`config.mk`:
```
export PLATFORM = sky130hd
export DESIGN_NAME = io_register_block_flat
export DESIGN_NICKNAME = d
export VERILOG_FILES = /design/src/rtl/io_register_block_if.sv /design/src/rtl/io_register_block.sv /design/src/flat_wrapper.sv
export SDC_FILE = /design/constraint.sdc
export NUM_CORES = 1
export LEC_CHECK = 0
export CAP_MARGIN = 30
export CORE_ASPECT_RATIO = 0.5
export CORE_MARGIN = 2
export CORE_UTILIZATION = 35
export CTS_CLUSTER_SIZE = 8
export DETAILED_ROUTE_END_ITERATION = 10
export HOLD_SLACK_MARGIN = 0.08
export PLACE_DENSITY = 0.56
export RECOVER_POWER = 50
export SYNTH_ARGS = -nofsm -noshare
export SYNTH_HDL_FRONTEND = slang
export SYNTH_SLANG_ARGS = --single-unit
```
`constraint.sdc`:
```
create_clock -name clk -period 2.9 [get_ports clk]
set_clock_uncertainty 0.2 [all_clocks]
set_input_delay 0.29 -clock clk [delete_from_list [all_inputs] [get_ports clk]]
set_output_delay 0.29 -clock clk [all_outputs]
set_load 0.005 [all_outputs]
```
`src/rtl/io_register_block_if.sv`:
```
// IO-register window bus between the memory mapper and its responder.
// Word-aligned address, byte-enabled writes, registered read data.
interface io_register_block_if #(
  parameter int ADDR_W = 12
);
  logic [ADDR_W-1:0] io_reg_addr;
  logic [31:0]       io_reg_wr_data;
  logic [3:0]        io_reg_wr_en;
  logic [31:0]       io_reg_rd_data;

  modport master (
    output io_reg_addr,
    output io_reg_wr_data,
    output io_reg_wr_en,
    input  io_reg_rd_data
  );

  modport slave (
    input  io_reg_addr,
    input  io_reg_wr_data,
    input  io_reg_wr_en,
    output io_reg_rd_data
  );
endinterface

```
`src/rtl/io_register_block.sv`:
```
// IO-register responder: ID, scratch, cycle snapshot, down-timer,
// vsync status, IRQ and LED registers with 1-cycle read latency.
module io_register_block #(
  parameter int          IO_REGISTERS_BYTES = 4096,
  parameter logic [31:0] ID_VALUE           = 32'h4750_5530,
  parameter int          LED_WIDTH          = 8
) (
  input  logic                 clk,
  input  logic                 reset,
  io_register_block_if.slave   bus,
  input  logic                 vsync,
  output logic [LED_WIDTH-1:0] leds,
  output logic                 irq
);

  localparam int ADDR_W = $clog2(IO_REGISTERS_BYTES);
  localparam int WI_W   = ADDR_W - 2;

  typedef logic [WI_W-1:0] widx_t;

  localparam widx_t R_ID      = widx_t'(0);
  localparam widx_t R_SCRATCH = widx_t'(1);
  localparam widx_t R_SNAP_LO = widx_t'(2);
  localparam widx_t R_SNAP_HI = widx_t'(3);
  localparam widx_t R_TCTRL   = widx_t'(4);
  localparam widx_t R_TLOAD   = widx_t'(5);
  localparam widx_t R_TCOUNT  = widx_t'(6);
  localparam widx_t R_STATUS  = widx_t'(7);
  localparam widx_t R_IRQ_EN  = widx_t'(8);
  localparam widx_t R_LEDS    = widx_t'(9);

  function automatic logic [31:0] merge(
    input logic [31:0] old_v,
    input logic [31:0] new_v,
    input logic [3:0]  be
  );
    logic [31:0] r;
    for (int b = 0; b < 4; b++) begin
      r[8*b +: 8] = be[b] ? new_v[8*b +: 8]
                          : old_v[8*b +: 8];
    end
    return r;
  endfunction

  widx_t       widx;
  logic [1:0]  unused_addr_lsb;
  logic [31:0] wdata;
  logic [3:0]  be;
  logic        wr_any;
  logic        wr_b0;

  assign widx            = bus.io_reg_addr[ADDR_W-1:2];
  assign unused_addr_lsb = bus.io_reg_addr[1:0];
  assign wdata           = bus.io_reg_wr_data;
  assign be              = bus.io_reg_wr_en;
  assign wr_any          = |be;
  assign wr_b0           = be[0];

  logic sel_id, sel_scratch, sel_snap_lo, sel_snap_hi;
  logic sel_tctrl, sel_tload, sel_tcount, sel_status;
  logic sel_irq_en, sel_leds;

  assign sel_id      = (widx == R_ID);
  assign sel_scratch = (widx == R_SCRATCH);
  assign sel_snap_lo = (widx == R_SNAP_LO);
  assign sel_snap_hi = (widx == R_SNAP_HI);
  assign sel_tctrl   = (widx == R_TCTRL);
  assign sel_tload   = (widx == R_TLOAD);
  assign sel_tcount  = (widx == R_TCOUNT);
  assign sel_status  = (widx == R_STATUS);
  assign sel_irq_en  = (widx == R_IRQ_EN);
  assign sel_leds    = (widx == R_LEDS);

  logic [63:0]          cycle_q;
  logic [63:0]          snap_q;
  logic [31:0]          scratch_q;
  logic                 t_en_q;
  logic                 t_ar_q;
  logic [31:0]          tload_q;
  logic [31:0]          tcount_q;
  logic [1:0]           status_q;
  logic [1:0]           irq_en_q;
  logic [LED_WIDTH-1:0] leds_q;
  logic                 vsync_q;
  logic [31:0]          rd_q;

  logic                 t_en_n;
  logic                 t_ar_n;
  logic [31:0]          tload_n;
  logic [31:0]          tcount_n;
  logic                 t_fire;
  logic [1:0]           st_clr;
  logic [1:0]           st_set;
  logic [1:0]           status_n;
  logic [LED_WIDTH-1:0] leds_n;
  logic [31:0]          rd_n;

  // Hardware timer step first; register writes then override it.
  always_comb begin
    t_en_n   = t_en_q;
    t_ar_n   = t_ar_q;
    tload_n  = tload_q;
    tcount_n = tcount_q;
    t_fire   = 1'b0;
    if (t_en_q) begin
      if (tcount_q != '0) begin
        tcount_n = tcount_q - 32'd1;
      end else begin
        t_fire = 1'b1;
        if (t_ar_q) tcount_n = tload_q;
        else        t_en_n   = 1'b0;
      end
    end
    if (sel_tctrl && wr_b0) begin
      t_en_n = wdata[0];
      t_ar_n = wdata[1];
    end
    if (sel_tload && wr_any) begin
      tload_n  = merge(tload_q, wdata, be);
      tcount_n = tload_n;
    end
  end

  // Hardware set beats a same-cycle W1C clear.
  always_comb begin
    st_clr   = (sel_status && wr_b0) ? wdata[1:0] : 2'b00;
    st_set   = {vsync & ~vsync_q, t_fire};
    status_n = (status_q & ~st_clr) | st_set;
  end

  always_comb begin
    leds_n = leds_q;
    if (sel_leds) begin
      for (int i = 0; i < LED_WIDTH; i++) begin
        if (be[i/8]) leds_n[i] = wdata[i];
      end
    end
  end

  always_comb begin
    rd_n = '0;
    unique case (1'b1)
      sel_id:      rd_n = ID_VALUE;
      sel_scratch: rd_n = scratch_q;
      sel_snap_lo: rd_n = snap_q[31:0];
      sel_snap_hi: rd_n = snap_q[63:32];
      sel_tctrl:   rd_n = {30'd0, t_ar_q, t_en_q};
      sel_tload:   rd_n = tload_q;
      sel_tcount:  rd_n = tcount_q;
      sel_status:  rd_n = {30'd0, status_q};
      sel_irq_en:  rd_n = {30'd0, irq_en_q};
      sel_leds:    rd_n[LED_WIDTH-1:0] = leds_q;
      default:     rd_n = '0;
    endcase
  end

  always_ff @(posedge clk) begin
    if (reset) begin
      cycle_q   <= '0;
      snap_q    <= '0;
      scratch_q <= '0;
      t_en_q    <= 1'b0;
      t_ar_q    <= 1'b0;
      tload_q   <= '0;
      tcount_q  <= '0;
      status_q  <= '0;
      irq_en_q  <= '0;
      leds_q    <= '0;
      vsync_q   <= 1'b0;
      rd_q      <= '0;
    end else begin
      cycle_q  <= cycle_q + 64'd1;
      if (sel_snap_lo && wr_any) snap_q <= cycle_q;
      if (sel_scratch) begin
        scratch_q <= merge(scratch_q, wdata, be);
      end
      t_en_q   <= t_en_n;
      t_ar_q   <= t_ar_n;
      tload_q  <= tload_n;
      tcount_q <= tcount_n;
      status_q <= status_n;
      if (sel_irq_en && wr_b0) irq_en_q <= wdata[1:0];
      leds_q   <= leds_n;
      vsync_q  <= vsync;
      rd_q     <= rd_n;
    end
  end

  assign bus.io_reg_rd_data = rd_q;
  assign leds               = leds_q;
  assign irq                = |(status_q & irq_en_q);

endmodule

```
`src/flat_wrapper.sv`:
```
// flat-port wrapper written by rule: the top's interface ports become plain ports
module io_register_block_flat 
#(
  parameter int          IO_REGISTERS_BYTES = 4096,
  parameter logic [31:0] ID_VALUE           = 32'h4750_5530,
  parameter int          LED_WIDTH          = 8
)
  (clk, reset, vsync, leds, irq, bus_io_reg_addr, bus_io_reg_wr_data, bus_io_reg_wr_en, bus_io_reg_rd_data);
  io_register_block_if #(.ADDR_W(12)) bus_i ();
  input  logic clk;
  input  logic reset;
  input  logic vsync;
  output logic [LED_WIDTH-1:0] leds;
  output logic irq;
  input wire logic [$bits(bus_i.io_reg_addr)-1:0] bus_io_reg_addr;
  input wire logic [$bits(bus_i.io_reg_wr_data)-1:0] bus_io_reg_wr_data;
  input wire logic [$bits(bus_i.io_reg_wr_en)-1:0] bus_io_reg_wr_en;
  output wire logic [$bits(bus_i.io_reg_rd_data)-1:0] bus_io_reg_rd_data;
  assign bus_i.io_reg_addr = bus_io_reg_addr;
  assign bus_i.io_reg_wr_data = bus_io_reg_wr_data;
  assign bus_i.io_reg_wr_en = bus_io_reg_wr_en;
  assign bus_io_reg_rd_data = bus_i.io_reg_rd_data;
  io_register_block #(.IO_REGISTERS_BYTES(IO_REGISTERS_BYTES), .ID_VALUE(ID_VALUE), .LED_WIDTH(LED_WIDTH)) u_core (.clk(clk), .reset(reset), .bus(bus_i), .vsync(vsync), .leds(leds), .irq(irq));
endmodule
```
Word level (Yosys, flattened, before mapping) --
Index checks and enable logic that the tools add are counted. Widths: inputs -> output; s select.
Cells by class: mux-type cells 17, bitwise gates (word level) 6, eq/ne operators 9, reductions and logical operators 17, $add $sub $neg 2
Operators with widths (count):
- $pmux 24 s6 | 1
- $mux 32 | 4
- $pmux 8 s10 | 1
- $add 64x1->64 const B | 1
- $eq 10x3->1 const B | 4
- $mux 8 | 4
- $reduce_bool 32->1 | 1
- $sub 32x1->32 const B | 1
- $eq 10x2->1 const B | 2
- $eq 10x4->1 const B | 2
- $reduce_and 2->1 | 6
- $eq 10x1->1 const B | 1
- $logic_not 10->1 | 1
- $mux 1 | 6
- $logic_and 1x1->1 | 5
- $and 2x2->2 | 2
- $reduce_or 4->1 | 1
- $reduce_bool 3->1 | 1
- $mux 2 | 1
- $not 2->2 | 1
- $or 2x2->2 | 1
- $reduce_bool 2->1 | 1
- $reduce_or 2->1 | 1
- $and 1x1->1 | 1
- $not 1->1 | 1
Storage, ports and cells: input bits 51, word-level logic and storage cells 66, register bits 271

Logic depth before layout (Yosys ltp) --
depth in word-level cells 6, depth in mapped cells 10, depth with buffers taken out 8

Least setup slack after synthesis --
OpenSTA, ideal clock, no wires.
kind register to register, from register u_core.tcount_q[0], to register u_core.tcount_q[20], cell stages (with the launch flop) 10, required time 2.630 ns, setup slack 0.101 ns, buffers on the path 1, setup time 0.070 ns, arrival time 2.529 ns, clock period less this slack 2.799 ns, cells stage by stage dfxtp_1 -> inv_1 -> ha_1 -> or3b_2 -> or4_4 -> buf_6 -> or4_1 -> nand3_1 -> o2111ai_1 -> a21oi_1
On the way: word-level cells in the longest chain between the ends 4, elaborated cells on any way between the ends 7, classes of those cells add/sub: 1; mux: 3; reduce/logical: 3
RTL lines:
- from (decl) | RTL line io_register_block.sv:80 | logic [31:0] tcount_q;
- from (signal assigned) | RTL line io_register_block.sv:180 | tcount_q <= tcount_n;
- $sub 32x1->32 or $reduce_bool 32->1 (tied branches) | RTL line io_register_block.sv:107, io_register_block.sv:106
- $mux 32 | RTL line io_register_block.sv:106 | if (tcount_q != '0) begin
- $mux 32 | RTL line io_register_block.sv:105 | if (t_en_q) begin
- $mux 32 | RTL line io_register_block.sv:118 | if (sel_tload && wr_any) begin
Parallel ways exist; a longest one is shown, timed or not. The select of a mux whose other input is x is not followed. A chain may end at the register's enable or synchronous reset.

Final worst setup path --
from register u_core.tcount_q[0], to register u_core.tcount_q[8]
The elaborated chain is that of the path after synthesis.

==> results.md <==
* Status: finished clean
* Simple-Gate Fraction of Synth Area at a little over a quarter
* CTS tree: yes
* Max-slew headroom at between 50% and 60%
* Nets at between 1500 and 2000
* Post-route ant nets at 0
* Yosys reg bits at approximately 270
* Via-to-Cell Ratio at ~5.7
* Synth Cell Area at between 0.01 and 0.015 mm²
* First-pass GRT wire length at a little under 70000 µm
* PD cells at roughly 540 mW/mm²
* Synthesized instance count at between 1500 and 2000
* Number of max-cap violations at 0
* Layout Utilization at approximately 45%
* Die height at about 140 µm
* Initial Util at a little over a third
* Hold buffer count at CTS at 0
* Synth Warn # at 0
* Worst Hold Class: input pin to register
* Synth area leaders: dfxtp_1, nand2_1, a21oi_1
* Final hold vios at 0
* Slew Viols, Final at 0
* Synth top area share at a little over two fifths
* Routed WL at around 45000 µm
* TritonRoute pass-1 iters at 7
* Clock sinks at ~270
* CP cell instances: inv_1 > ha_2 > or3b_4 > or4_4 > o31ai_4 > nand2_2 > o211ai_1 > a21oi_1
* Postcts setup bufs at 0
* CTS root buf: clkbuf_16
* Worst Path Max Fanout at 15
* CP top delay family: simple AND/OR/NAND/NOR gates
* HPWL Detailed at roughly 33000 µm
* Cell Rows at between 40 and 50
* Post-synthesis xor/xnor area fraction at under 10%
* Via count at ~12000
* Die area at between 0.03 and 0.04 mm²
* Routed wire per std cell at about 21 µm
* Worst-path clk slew at approximately 50 ps
* GRT Overall Usage at a little under a quarter
* Synth Area in Compound Gates at between 10% and 20%
* PortBufs at a little under 90
* Initial DRC count at about 1400
* Slowest CP cell: or4_4
* Fin crit share at 97.5%
* CP endpoint kind: register
* Antenna violations before repair at 0
* Fmax at 354 MHz
* CP Data Arrival Time at 3040 ps
* H-tree levels at 2
* Fin crit period at between 2000 and 3000 ps
* Synthesis-to-layout area growth at 24.5%
* Post-synth EDFFs at 0
* Placed instance count at 2134
* Fin cells at approximately 2200
* Ant diodes at 0
* Overall Power at around 8400 µW
* Core Region at roughly 0.035 mm²
* Max VDD drop at slightly below 300 µV
* Clock buffer depth at 3
* Post-placement setup slack at -84.1 ps
* Post-synthesis adder-cell area fraction at less than 1%
* Largest net degree at the start of global routing at between 90 and 100
* Crit path required time at around 3100 ps
* Worst path buffer plus inverter count at 1
* Synthesized Nets at between 1500 and 2000
* Vias in the first global route at around 12000
* Count of different cell masters after synthesis at 67
* CP startpoint: u_core.tcount_q[0]
* I/O Pins at roughly 90
* Final setup violation count at 0
* Grt total ovfl at 0
* Avg Cell Area, Syn at 7.99 µm²
* Yosys top cell by area: dfxtp_1
* RSZ-0062 raised after global routing: yes
* Main combinational cell family by area after synthesis: simple AND/OR/NAND/NOR gates
* Worst-margin pin slew at between 600 and 700 ps
* GPL Wtd Cong at around 0.92
* Clk_lat worst skew at roughly 550 ps
* Hold Path Origin: reset
* Most used flip-flop cell after synthesis: dfxtp_1
* Crit Reg-Reg Startpoint: u_core.tcount_q[0]
* Layout cells sized above 1 at around 11%
* Crit path launch type: register
* Multiplexer share of the synthesized area at 2.83%
* P_leak at ~0.0055 µW
* Final WS setup at 72.8 ps
* # DRC at 0
* Post-synthesis sequential area ratio at 43.4%
* Hold Slack at 128 ps
* Width of the die at 271 µm
* Fill count at ~3500
* Crit Path Class: register to register
* Synth async-reset ratio at 0%
* Total CTS buffers at 39
* CP max stage delay at around 610 ps
==> worst reg2reg max path, delay by kind of cell (launching register included) <==
| kind | cells | cell delay [ps] |
|---|---|---|
| compound gates | 3 | 620 |
| fa+ha+maj | 1 | 190 |
| simple gates | 3 | 1330 |
| flops | 1 | 310 |
| buf+inv | 1 | 50 |
==> final timing paths <==
path	cells after the start	endpoint	slack, ps
worst max-delay path	8	u_core.tcount_q[8]	70
worst min register to register	2	u_core.snap_q[33]	250
worst min-delay path	2	u_core.cycle_q[6]	130
worst max register to register	8	u_core.tcount_q[8]	70
==> state kept, by name, summed over array words and instances (netlist names) <==
| signal | flops |
|---|---|
| u_core.leds | 8 |
| u_core.scratch_q | 32 |
| u_core.bus.io_reg_rd_data | 32 |
| u_core.t_en_q | 1 |
| u_core.tcount_q | 32 |
| u_core.cycle_q | 64 |
| u_core.vsync_q | 1 |
| u_core.tload_q | 32 |
| u_core.irq_en_q | 2 |
| u_core.snap_q | 64 |
| u_core.status_q | 2 |
| u_core.t_ar_q | 1 |
==> through the flow <==
stage / area [µm²] / TNS (ps)
6_report: 15600 / 0
5_1_grt: 15600 / -136
4_1_cts: 15600 / 0
2_1_floorplan: 12500 / 0
3_5_place_dp: 14600 / -1800
3_3_place_gp: 14600 / -479
==> routing by layer <==
metal	vias up	GRT usage, %	wire length (µm)
met5	-	0	0
met4	0	6.11	888
met3	62	5.25	4370
met2	511	34.8	18700
met1	5955	34.8	21300
li1	5874	-	-
==> area by class of cell <==
type	instances	area [µm²]	area share, %
clock inverter	2	28.8	0.185
multi-input combinational	1165	6600	42.4
inverter	13	48.8	0.313
clock buffer	40	980	6.29
timing repair buffer	210	1900	12.2
tap	475	594	3.82
sequential	271	5430	34.8
==> layout by cell type, fill, tap and decap left out, types with 27 or more instances in the layout <==
cell             count
nand2_1            337
nand3_1             61
buf_4               96
clkbuf_16           39
nand4_1             33
xor2_1              34
dlygate4sd3_1       42
nor3_1              27
nor2_1              95
dfxtp_1            271
clkdlybuf4s50_1     46
a21oi_1            198
==> cell families after synthesis <==
kind of cell	after synthesis
AND/OR/NAND/NOR	695
AO/OA/AOI/OAI	383
flip-flops	271
buffers and inverters	130
XOR/XNOR	51
multiplexers	34
adder cells (fa/ha/maj)	2
==> repair_timing <==
action                                  in CTS  in global routing
gates resized for setup                      1                  7
endpoints found under the setup margin       9                 26
hold endpoints to repair                     0                  0
pin swaps                                    1                  2
==> power by group <==
| part | switching, µW | total (µW) | internal (µW) |
|---|---|---|---|
| logic | 354 | 628 | 275 |
| clock network | 1650 | 4020 | 2370 |
| registers | 7.63 | 3750 | 3740 |
==> cells in the mapped netlist (17+ instances only) <==
| cell type | instances |
|---|---|
| and3_1 | 18 |
| nor3_1 | 30 |
| o21ai_0 | 23 |
| a221oi_1 | 18 |
| nand2_1 | 337 |
| xor2_1 | 34 |
| or3_1 | 17 |
| a21oi_1 | 198 |
| nor2b_1 | 17 |
| clkbuf_1 | 92 |
| nand3_1 | 61 |
| buf_2 | 18 |
| nand4_1 | 33 |
| dfxtp_1 | 271 |
| xnor2_1 | 17 |
| nor2_1 | 95 |
| or4_1 | 22 |
| a222oi_1 | 19 |
| mux2i_1 | 23 |
No activity file was read; power rests on OpenSTA's default activity.
